==> config.mk <==
export PLATFORM = sky130hd
export DESIGN_NAME = fp_mul_param
export DESIGN_NICKNAME = d
export VERILOG_FILES = /design/src/rtl/fp_mul_param.sv
export SDC_FILE = /design/constraint.sdc
export NUM_CORES = 2
export LEC_CHECK = 0
export CAP_MARGIN = 25
export CORE_MARGIN = 8
export CORE_UTILIZATION = 30
export CTS_BUF_LIST = sky130_fd_sc_hd__clkbuf_4
export DETAILED_ROUTE_END_ITERATION = 7
export DONT_BUFFER_PORTS = 1
export SLEW_MARGIN = 30
export SYNTH_ARGS = -nofsm -noshare
export SYNTH_HDL_FRONTEND = slang
export SYNTH_SLANG_ARGS = --single-unit
==> constraint.sdc <==
create_clock -name clk -period 26.2 [get_ports clk]
set_input_delay 2.62 -clock clk [delete_from_list [all_inputs] [get_ports clk]]
set_output_delay 2.62 -clock clk [all_outputs]
set_load 0.005 [all_outputs]
==> src/rtl/fp_mul_param.sv <==
// Parameterised IEEE-754 style floating-point multiplier with a stb/ack
// handshake on each operand and on the result.
//
// Parameters: EXP_W exponent width, MAN_W stored fraction width,
//             FTZ (1 = subnormal inputs and tiny results flush to signed zero).
// Ports:
//   clk, rst                       clock, synchronous active-high reset
//   input_a / input_a_stb / output_a_ack   operand A handshake
//   input_b / input_b_stb / output_b_ack   operand B handshake
//   output_z / output_z_stb / input_z_ack  product handshake
//   output_flags                   {invalid, overflow, underflow, inexact}
//
// Every operation takes the same path through UNPACK, MULT, NORM, ROUND and
// PACK, so the result strobe rises a fixed 5 edges after the B transfer.
module fp_mul_param #(
  parameter int EXP_W = 8,
  parameter int MAN_W = 23,
  parameter bit FTZ   = 1'b0
) (
  input  logic                   clk,
  input  logic                   rst,
  input  logic [EXP_W+MAN_W:0]   input_a,
  input  logic                   input_a_stb,
  output logic                   output_a_ack,
  input  logic [EXP_W+MAN_W:0]   input_b,
  input  logic                   input_b_stb,
  output logic                   output_b_ack,
  output logic [EXP_W+MAN_W:0]   output_z,
  output logic                   output_z_stb,
  input  logic                   input_z_ack,
  output logic [3:0]             output_flags
);
  localparam int W  = 1 + EXP_W + MAN_W;
  localparam int SW = MAN_W + 1;
  localparam int PW = 2 * SW;
  localparam int EI = EXP_W + 8;
  localparam logic signed [EI-1:0] BIAS_S = EI'((1 << (EXP_W - 1)) - 1);
  localparam logic signed [EI-1:0] EMAX_S = EI'((1 << EXP_W) - 1);
  localparam logic signed [EI-1:0] ONE_S  = EI'(1);
  localparam logic signed [EI-1:0] PW_S   = EI'(PW);
  localparam logic [W-1:0] QNAN = {1'b0, {EXP_W{1'b1}}, 1'b1, {(MAN_W-1){1'b0}}};

  typedef enum logic [2:0] {
    S_GET_A, S_GET_B, S_UNPACK, S_MULT, S_NORM, S_ROUND, S_PACK, S_PUT_Z
  } state_t;

  state_t state, state_n;

  function automatic logic [EI-1:0] lzc(input logic [MAN_W-1:0] f);
    logic [EI-1:0] n;
    logic          done;
    n    = '0;
    done = 1'b0;
    for (int i = MAN_W - 1; i >= 0; i--) begin
      if (!done && !f[i]) n = n + EI'(1);
      else                done = 1'b1;
    end
    return n;
  endfunction

  function automatic logic rne_inc(input logic lsb, input logic g, input logic rest);
    return g & (rest | lsb);
  endfunction

  // Subnormals are normalised here so the multiplier always sees a leading 1.
  function automatic void unpack(input  logic [W-1:0]           x,
                                 output logic                   s,
                                 output logic signed [EI-1:0]   e,
                                 output logic [SW-1:0]          m,
                                 output logic                   zero,
                                 output logic                   inf,
                                 output logic                   nan,
                                 output logic                   snan);
    logic [EXP_W-1:0] ef;
    logic [MAN_W-1:0] ff;
    logic [EI-1:0]    lz;
    s    = x[W-1];
    ef   = x[W-2 -: EXP_W];
    ff   = x[MAN_W-1:0];
    nan  = (ef == '1) && (ff != '0);
    snan = nan && !ff[MAN_W-1];
    inf  = (ef == '1) && (ff == '0);
    zero = (ef == '0) && (FTZ || (ff == '0));
    lz   = lzc(ff);
    if (ef == '0) begin
      m = {1'b0, ff} << (lz + EI'(1));
      e = -BIAS_S - $signed(lz);
    end else begin
      m = {1'b1, ff};
      e = $signed(EI'(ef)) - BIAS_S;
    end
  endfunction

  // Control FSM
  always_ff @(posedge clk) begin
    if (rst) state <= S_GET_A;
    else     state <= state_n;
  end

  always_comb begin
    state_n      = state;
    output_a_ack = 1'b0;
    output_b_ack = 1'b0;
    output_z_stb = 1'b0;
    case (state)
      S_GET_A: begin
        output_a_ack = 1'b1;
        if (input_a_stb) state_n = S_GET_B;
      end
      S_GET_B: begin
        output_b_ack = 1'b1;
        if (input_b_stb) state_n = S_UNPACK;
      end
      S_UNPACK: state_n = S_MULT;
      S_MULT:   state_n = S_NORM;
      S_NORM:   state_n = S_ROUND;
      S_ROUND:  state_n = S_PACK;
      S_PACK:   state_n = S_PUT_Z;
      S_PUT_Z: begin
        output_z_stb = 1'b1;
        if (input_z_ack) state_n = S_GET_A;
      end
      default:  state_n = S_GET_A;
    endcase
  end

  logic [W-1:0] a_reg, b_reg;

  logic                 ua_s, ub_s, ua_z, ub_z, ua_i, ub_i, ua_n, ub_n, ua_sn, ub_sn;
  logic signed [EI-1:0] ua_e, ub_e;
  logic [SW-1:0]        ua_m, ub_m;
  logic                 spec_n;
  logic [W-1:0]         spec_z_n;
  logic [3:0]           spec_f_n;

  always_comb begin
    unpack(a_reg, ua_s, ua_e, ua_m, ua_z, ua_i, ua_n, ua_sn);
    unpack(b_reg, ub_s, ub_e, ub_m, ub_z, ub_i, ub_n, ub_sn);
    spec_n   = 1'b0;
    spec_z_n = '0;
    spec_f_n = 4'b0000;
    if (ua_n || ub_n || (ua_i && ub_z) || (ub_i && ua_z)) begin
      spec_n   = 1'b1;
      spec_z_n = QNAN;
      spec_f_n = {ua_sn | ub_sn | (ua_i & ub_z) | (ub_i & ua_z), 3'b000};
    end else if (ua_i || ub_i) begin
      spec_n   = 1'b1;
      spec_z_n = {ua_s ^ ub_s, {EXP_W{1'b1}}, {MAN_W{1'b0}}};
    end else if (ua_z || ub_z) begin
      spec_n   = 1'b1;
      spec_z_n = {ua_s ^ ub_s, {(W-1){1'b0}}};
    end
  end

  logic                 sign_p0, spec_p0;
  logic [W-1:0]         spec_z_p0;
  logic [3:0]           spec_f_p0;
  logic signed [EI-1:0] ea_p0, eb_p0;
  logic [SW-1:0]        ma_p0, mb_p0;
  logic [PW-1:0]        prod_p1;
  logic signed [EI-1:0] exp_p1;
  logic [PW-1:0]        prod_p2;
  logic signed [EI-1:0] be_p2;
  logic                 sticky_p2, tiny_p2;
  logic [MAN_W-1:0]     mant_p3;
  logic signed [EI-1:0] be_p3;
  logic                 inexact_p3, tiny_p3;

  // Normalise to a leading 1 at the top bit, then denormalise tiny results
  // so rounding lands on the subnormal grid.
  logic [PW-1:0]        pn, pd;
  logic signed [EI-1:0] en, sh, be_n;
  logic                 tiny_n, sticky_n;

  always_comb begin
    if (prod_p1[PW-1]) begin
      pn = prod_p1;
      en = exp_p1 + BIAS_S + ONE_S;
    end else begin
      pn = prod_p1 << 1;
      en = exp_p1 + BIAS_S;
    end
    tiny_n   = en[EI-1] || (en == '0);
    sh       = ONE_S - en;
    pd       = pn;
    sticky_n = 1'b0;
    be_n     = en;
    if (tiny_n) begin
      be_n = '0;
      if (sh >= PW_S) begin
        pd       = '0;
        sticky_n = |pn;
      end else begin
        pd       = pn >> sh;
        sticky_n = |(pn & ~({PW{1'b1}} << sh));
      end
    end
  end

  // A subnormal that rounds up into the hidden bit becomes the minimum normal.
  logic [SW-1:0]        mant, mant_r;
  logic [SW:0]          sum;
  logic                 g, rest, inc, inexact_r;
  logic signed [EI-1:0] be_r;

  always_comb begin
    mant      = prod_p2[PW-1 -: SW];
    g         = prod_p2[PW-SW-1];
    rest      = (|prod_p2[PW-SW-2:0]) | sticky_p2;
    inc       = rne_inc(mant[0], g, rest);
    inexact_r = g | rest;
    sum       = {1'b0, mant} + {{SW{1'b0}}, inc};
    if (sum[SW]) begin
      mant_r = sum[SW:1];
      be_r   = be_p2 + ONE_S;
    end else begin
      mant_r = sum[SW-1:0];
      be_r   = ((be_p2 == '0) && mant_r[MAN_W]) ? ONE_S : be_p2;
    end
  end

  logic [W-1:0] z_n;
  logic [3:0]   flags_n;

  always_comb begin
    z_n     = {sign_p0, be_p3[EXP_W-1:0], mant_p3};
    flags_n = {2'b00, tiny_p3 & inexact_p3, inexact_p3};
    if (spec_p0) begin
      z_n     = spec_z_p0;
      flags_n = spec_f_p0;
    end else if (FTZ && tiny_p3) begin
      z_n     = {sign_p0, {(W-1){1'b0}}};
      flags_n = 4'b0011;
    end else if (be_p3 >= EMAX_S) begin
      z_n     = {sign_p0, {EXP_W{1'b1}}, {MAN_W{1'b0}}};
      flags_n = 4'b0101;
    end
  end

  always_ff @(posedge clk) begin
    if (state == S_GET_A && input_a_stb) a_reg <= input_a;
    if (state == S_GET_B && input_b_stb) b_reg <= input_b;
    // p0: unpacked operands and special-case result
    if (state == S_UNPACK) begin
      sign_p0   <= ua_s ^ ub_s;
      spec_p0   <= spec_n;
      spec_z_p0 <= spec_z_n;
      spec_f_p0 <= spec_f_n;
      ea_p0     <= ua_e;
      eb_p0     <= ub_e;
      ma_p0     <= ua_m;
      mb_p0     <= ub_m;
    end
    // p1: full-width significand product
    if (state == S_MULT) begin
      prod_p1 <= PW'(ma_p0) * PW'(mb_p0);
      exp_p1  <= ea_p0 + eb_p0;
    end
    // p2: normalised / denormalised product, biased exponent
    if (state == S_NORM) begin
      prod_p2   <= pd;
      be_p2     <= be_n;
      sticky_p2 <= sticky_n;
      tiny_p2   <= tiny_n;
    end
    // p3: rounded mantissa
    if (state == S_ROUND) begin
      mant_p3    <= mant_r[MAN_W-1:0];
      be_p3      <= be_r;
      inexact_p3 <= inexact_r;
      tiny_p3    <= tiny_p2;
    end
  end

  always_ff @(posedge clk) begin
    if (rst) begin
      output_z     <= '0;
      output_flags <= 4'b0000;
    end else if (state == S_PACK) begin
      output_z     <= z_n;
      output_flags <= flags_n;
    end
  end
endmodule

==> results.md <==
* Worst setup SP type: flip-flop
* Quantity of hold-fixing buffers added after cts at 0
* Die area at 166400 um^2
* Post-synthesis share of cell area spent on and, or, nand and nor gates at 0.1965
* Share of layout cells above drive strength 1 at 0.07494
* Number of vias per cell after detailed routing at 5.192
* Routed wire length at 138.7 mm
* Net count after synthesis at 6027
* Worst-skew pair later-pin latency at 0.97 ns
* Number of filler instances in the final layout at 15.93k
* Number of max-cap violations at 0
* Core Area at 153300 um^2
* Combined area of all synthesized cells at 46080 um^2
* Final setup viols at 0
* Drt first pass iters at 6
* Area taken by multi-input logic gates at 32530 um^2
* Fin. Hold Viols at 0
* First-pass GRT wire length at 218.0 mm
* Syn avg cell area at 8.813 um^2
* Share of the yosys chip area belonging to registers at 0.2261
* Detailed-route via count at 37.68k
* Final period util at 0.6688
* Main flop type after synthesis: edfxtp_1
* Worst slack, placed at 8.487 ns
* Count of antenna-violating nets left after detailed routing at 0
* Hold/Removal Path Class: flip-flop to flip-flop
* GRT overflow at 0
* Last element of the critical path: mb_p0[19]
* Final std cells w/o fill at 7256
* Max-Slew Margin vs Limit at 0.3166
* Clock slew at reported path FFs at 0.07 ns
* Async set-reset flop share out of synthesis at 0
* Dominant combinational cell family by area after synthesis: adder cells
* Total clock buffers created by CTS at 91
* Aggregate negative setup slack at 0 ns
* Largest registers: prod_p1 x48, prod_p2 x48
* Final weighted congestion in routability-driven placement at 0.9620
* Share of synthesized area spent on multiplexers at 0.04887
* Largest clock skew in the final design at 0.03822 ns
* Clock period minus worst slack at 17.52 ns
* Startpoint of the tightest hold check path: tiny_p2
* Synth Register Bits at 360
* Outcome: finished, final reports clean
* Longest Clk Path Bufs at 3
* Starting DRC count in detailed routing at 3080
* Port Buf Inserts at 0
* Cell with the biggest individual delay on the critical path: or4_1
* Top fanout value on the critical path at 23
* Worst Setup SP: b_reg[22]
* Buffer count from post-CTS setup fixing at 0
* Min setup slack post-route at 8.677 ns
* TritonCTS clock tree: yes
* Slew at the pin with the worst max-slew slack at 0.9965 ns
* Highest cell delay on the worst timing path at 0.99 ns
* Required arrival time at the worst endpoint at 26.90 ns
* Synthesized-area fraction occupied by xor and xnor cells at 0.05837
* Num rows at 144
* Number of different library cells in the post-synthesis netlist at 119
* DP HPWL at 104.2 mm
* Placed instance count at 7081
* Routed wire per std cell at 19.11 um
* Die width at 407.9 um
* Total number of H-tree levels at 3
* Vert. Die Dim at 407.9 um
* Post-layout util at 0.3242
* Final net count at 5930
* R2r worst-path depth at 74
* Launching point of the worst reg2reg path: b_reg[22]
* Area growth from synthesis to final layout at 7.871%
* Initial Utilization at 0.3006
* Kind of end point of the critical path: flip-flop
* CP arrival at 18.22 ns
* Reg-to-reg critical path endpoint: mb_p0[19]
* Adder-cell area share of the yosys netlist at 0.2783
* Number of warnings issued by yosys at 0
* Number of gates resized after CTS at 0
* Crit Path Class: flip-flop to flip-flop
* Flop-to-flop setup slack at 8.68 ns
* Maximum operating frequency at 57.07 MHz
* # DRC at 0
* Number of clock sinks seen by CTS at 360
* Count of flip-flops with a built-in enable after synthesis at 321
* Total Routing Usage GR at 0.1615
* Cell chosen for the clock root: clkbuf_4
* Antenna violations before repair at 13
* Most prevalent standard cell on the critical path: ha_1
* Maximum number of pins on one net before global-route repair at 72
* Final Max Slew Viols at 0
* # IOs at 108
* Fraction of the mapped netlist area in compound gates at 0.1201
* Post-synthesis instance total at 5229
* Area taken by flip-flops and latches at 10420 um^2
* RSZ-0062 raised after global routing: false
* Number of global-route vias before repair at 38.18k
==> cell type report <==
type / count / share of cell area
Tap cell: 2044 / 0.05145
Timing Repair Buffer: 91 / 0.01505
Antenna cell: 8 / 0.0004027
Sequential cell: 360 / 0.2096
Multi-Input combinational cell: 4005 / 0.6543
Clock inverter: 27 / 0.004329
Inverter: 583 / 0.04402
Clock buffer: 138 / 0.02084
==> cell usage after synthesis (all sizes together), types with 38 or more instances <==
cell,count,area share
a21oi,262,0.029
a22oi,41,0.0067
and2,230,0.031
and3,48,0.0066
clkbuf,246,0.020
dfxtp,39,0.017
edfxtp,321,0.21
fa,483,0.21
ha,246,0.067
inv,580,0.047
mux2,44,0.011
mux2i,169,0.037
nand2,776,0.063
nand2b,41,0.0056
nand3,108,0.012
nor2,358,0.029
nor2b,38,0.0053
nor3,107,0.012
nor4,50,0.0078
o21ai,232,0.025
o22ai,52,0.0072
xnor2,166,0.033
xor2,86,0.018
==> placed cells by master (no fill, tap or decap), types with 16 or more instances in the layout <==
| cell type | n |
|---|---|
| nor2b_1 | 36 |
| mux2_2 | 43 |
| edfxtp_1 | 321 |
| nor3b_1 | 18 |
| nand3_1 | 107 |
| nand2_1 | 773 |
| clkbuf_4 | 138 |
| nand2b_1 | 41 |
| a21oi_1 | 260 |
| o21ai_0 | 211 |
| o21ai_1 | 18 |
| xnor2_1 | 154 |
| nand4_1 | 35 |
| fa_1 | 483 |
| xor2_1 | 75 |
| and3_1 | 47 |
| and2_1 | 226 |
| o31a_1 | 16 |
| inv_1 | 575 |
| nor4_1 | 44 |
| or3_1 | 34 |
| nor3_1 | 102 |
| a21o_1 | 24 |
| o21a_1 | 21 |
| a22oi_1 | 41 |
| or2_2 | 17 |
| mux2i_1 | 167 |
| a211oi_1 | 21 |
| ha_1 | 245 |
| o21bai_1 | 22 |
| nor2_1 | 352 |
| buf_4 | 83 |
| o22ai_1 | 51 |
| a31oi_1 | 29 |
| dfxtp_1 | 39 |
==> per-layer routing <==
metal	part of all wire	GRT usage	routed length (um)	vias to the layer above
li1	-	-	-	17460
met1	0.44	0.2177	60900	18620
met2	0.46	0.2609	63640	1309
met3	0.068	0.03096	9424	279
met4	0.034	0.05226	4661	6
met5	0.00032	0	45	-
==> through the flow <==
| stage | hold slack (ns) | area (um^2) |
|---|---|---|
| floorplan | 0.4003 | 46080 |
| global placement | 0.4012 | 48280 |
| detailed placement | 0.4137 | 48380 |
| CTS | 0.4288 | 49630 |
| global route | 0.4398 | 49710 |
| finish | 0.4243 | 49710 |
==> cell families after synthesis <==
kind of cell,after synthesis
xor gates and xnor gates,266
buffers and inverters,864
adders and majority gates,737
and+or+nand+nor,1907
AOI/OAI and AO/OA,879
other,1
muxes,215
DFF,360
==> worst min path at each step <==
stage / end / slack (ns) / cells past startpoint
finish: tiny_p3 / 0.42 / 0
floorplan: tiny_p3 / 0.40 / 0
global placement: tiny_p3 / 0.40 / 0
global route: tiny_p3 / 0.44 / 0
detailed placement: tiny_p3 / 0.41 / 0
CTS: tiny_p3 / 0.43 / 0
==> critical path, delay by kind of cell, from the launching register on <==
kind / cells / cell delay (ns)
buffers and inverters: 2 / 0.12
XOR/XNOR: 2 / 0.77
flip-flops: 1 / 0.53
AND/OR/NAND/NOR: 19 / 3.89
adder cells (fa/ha/maj): 19 / 6.25
AO/OA/AOI/OAI: 20 / 3.19
multiplexers: 12 / 2.51
Power is left out: the tool's default activity adds up to more than one toggle a clock period on the data nets, which glitch-free logic cannot reach.
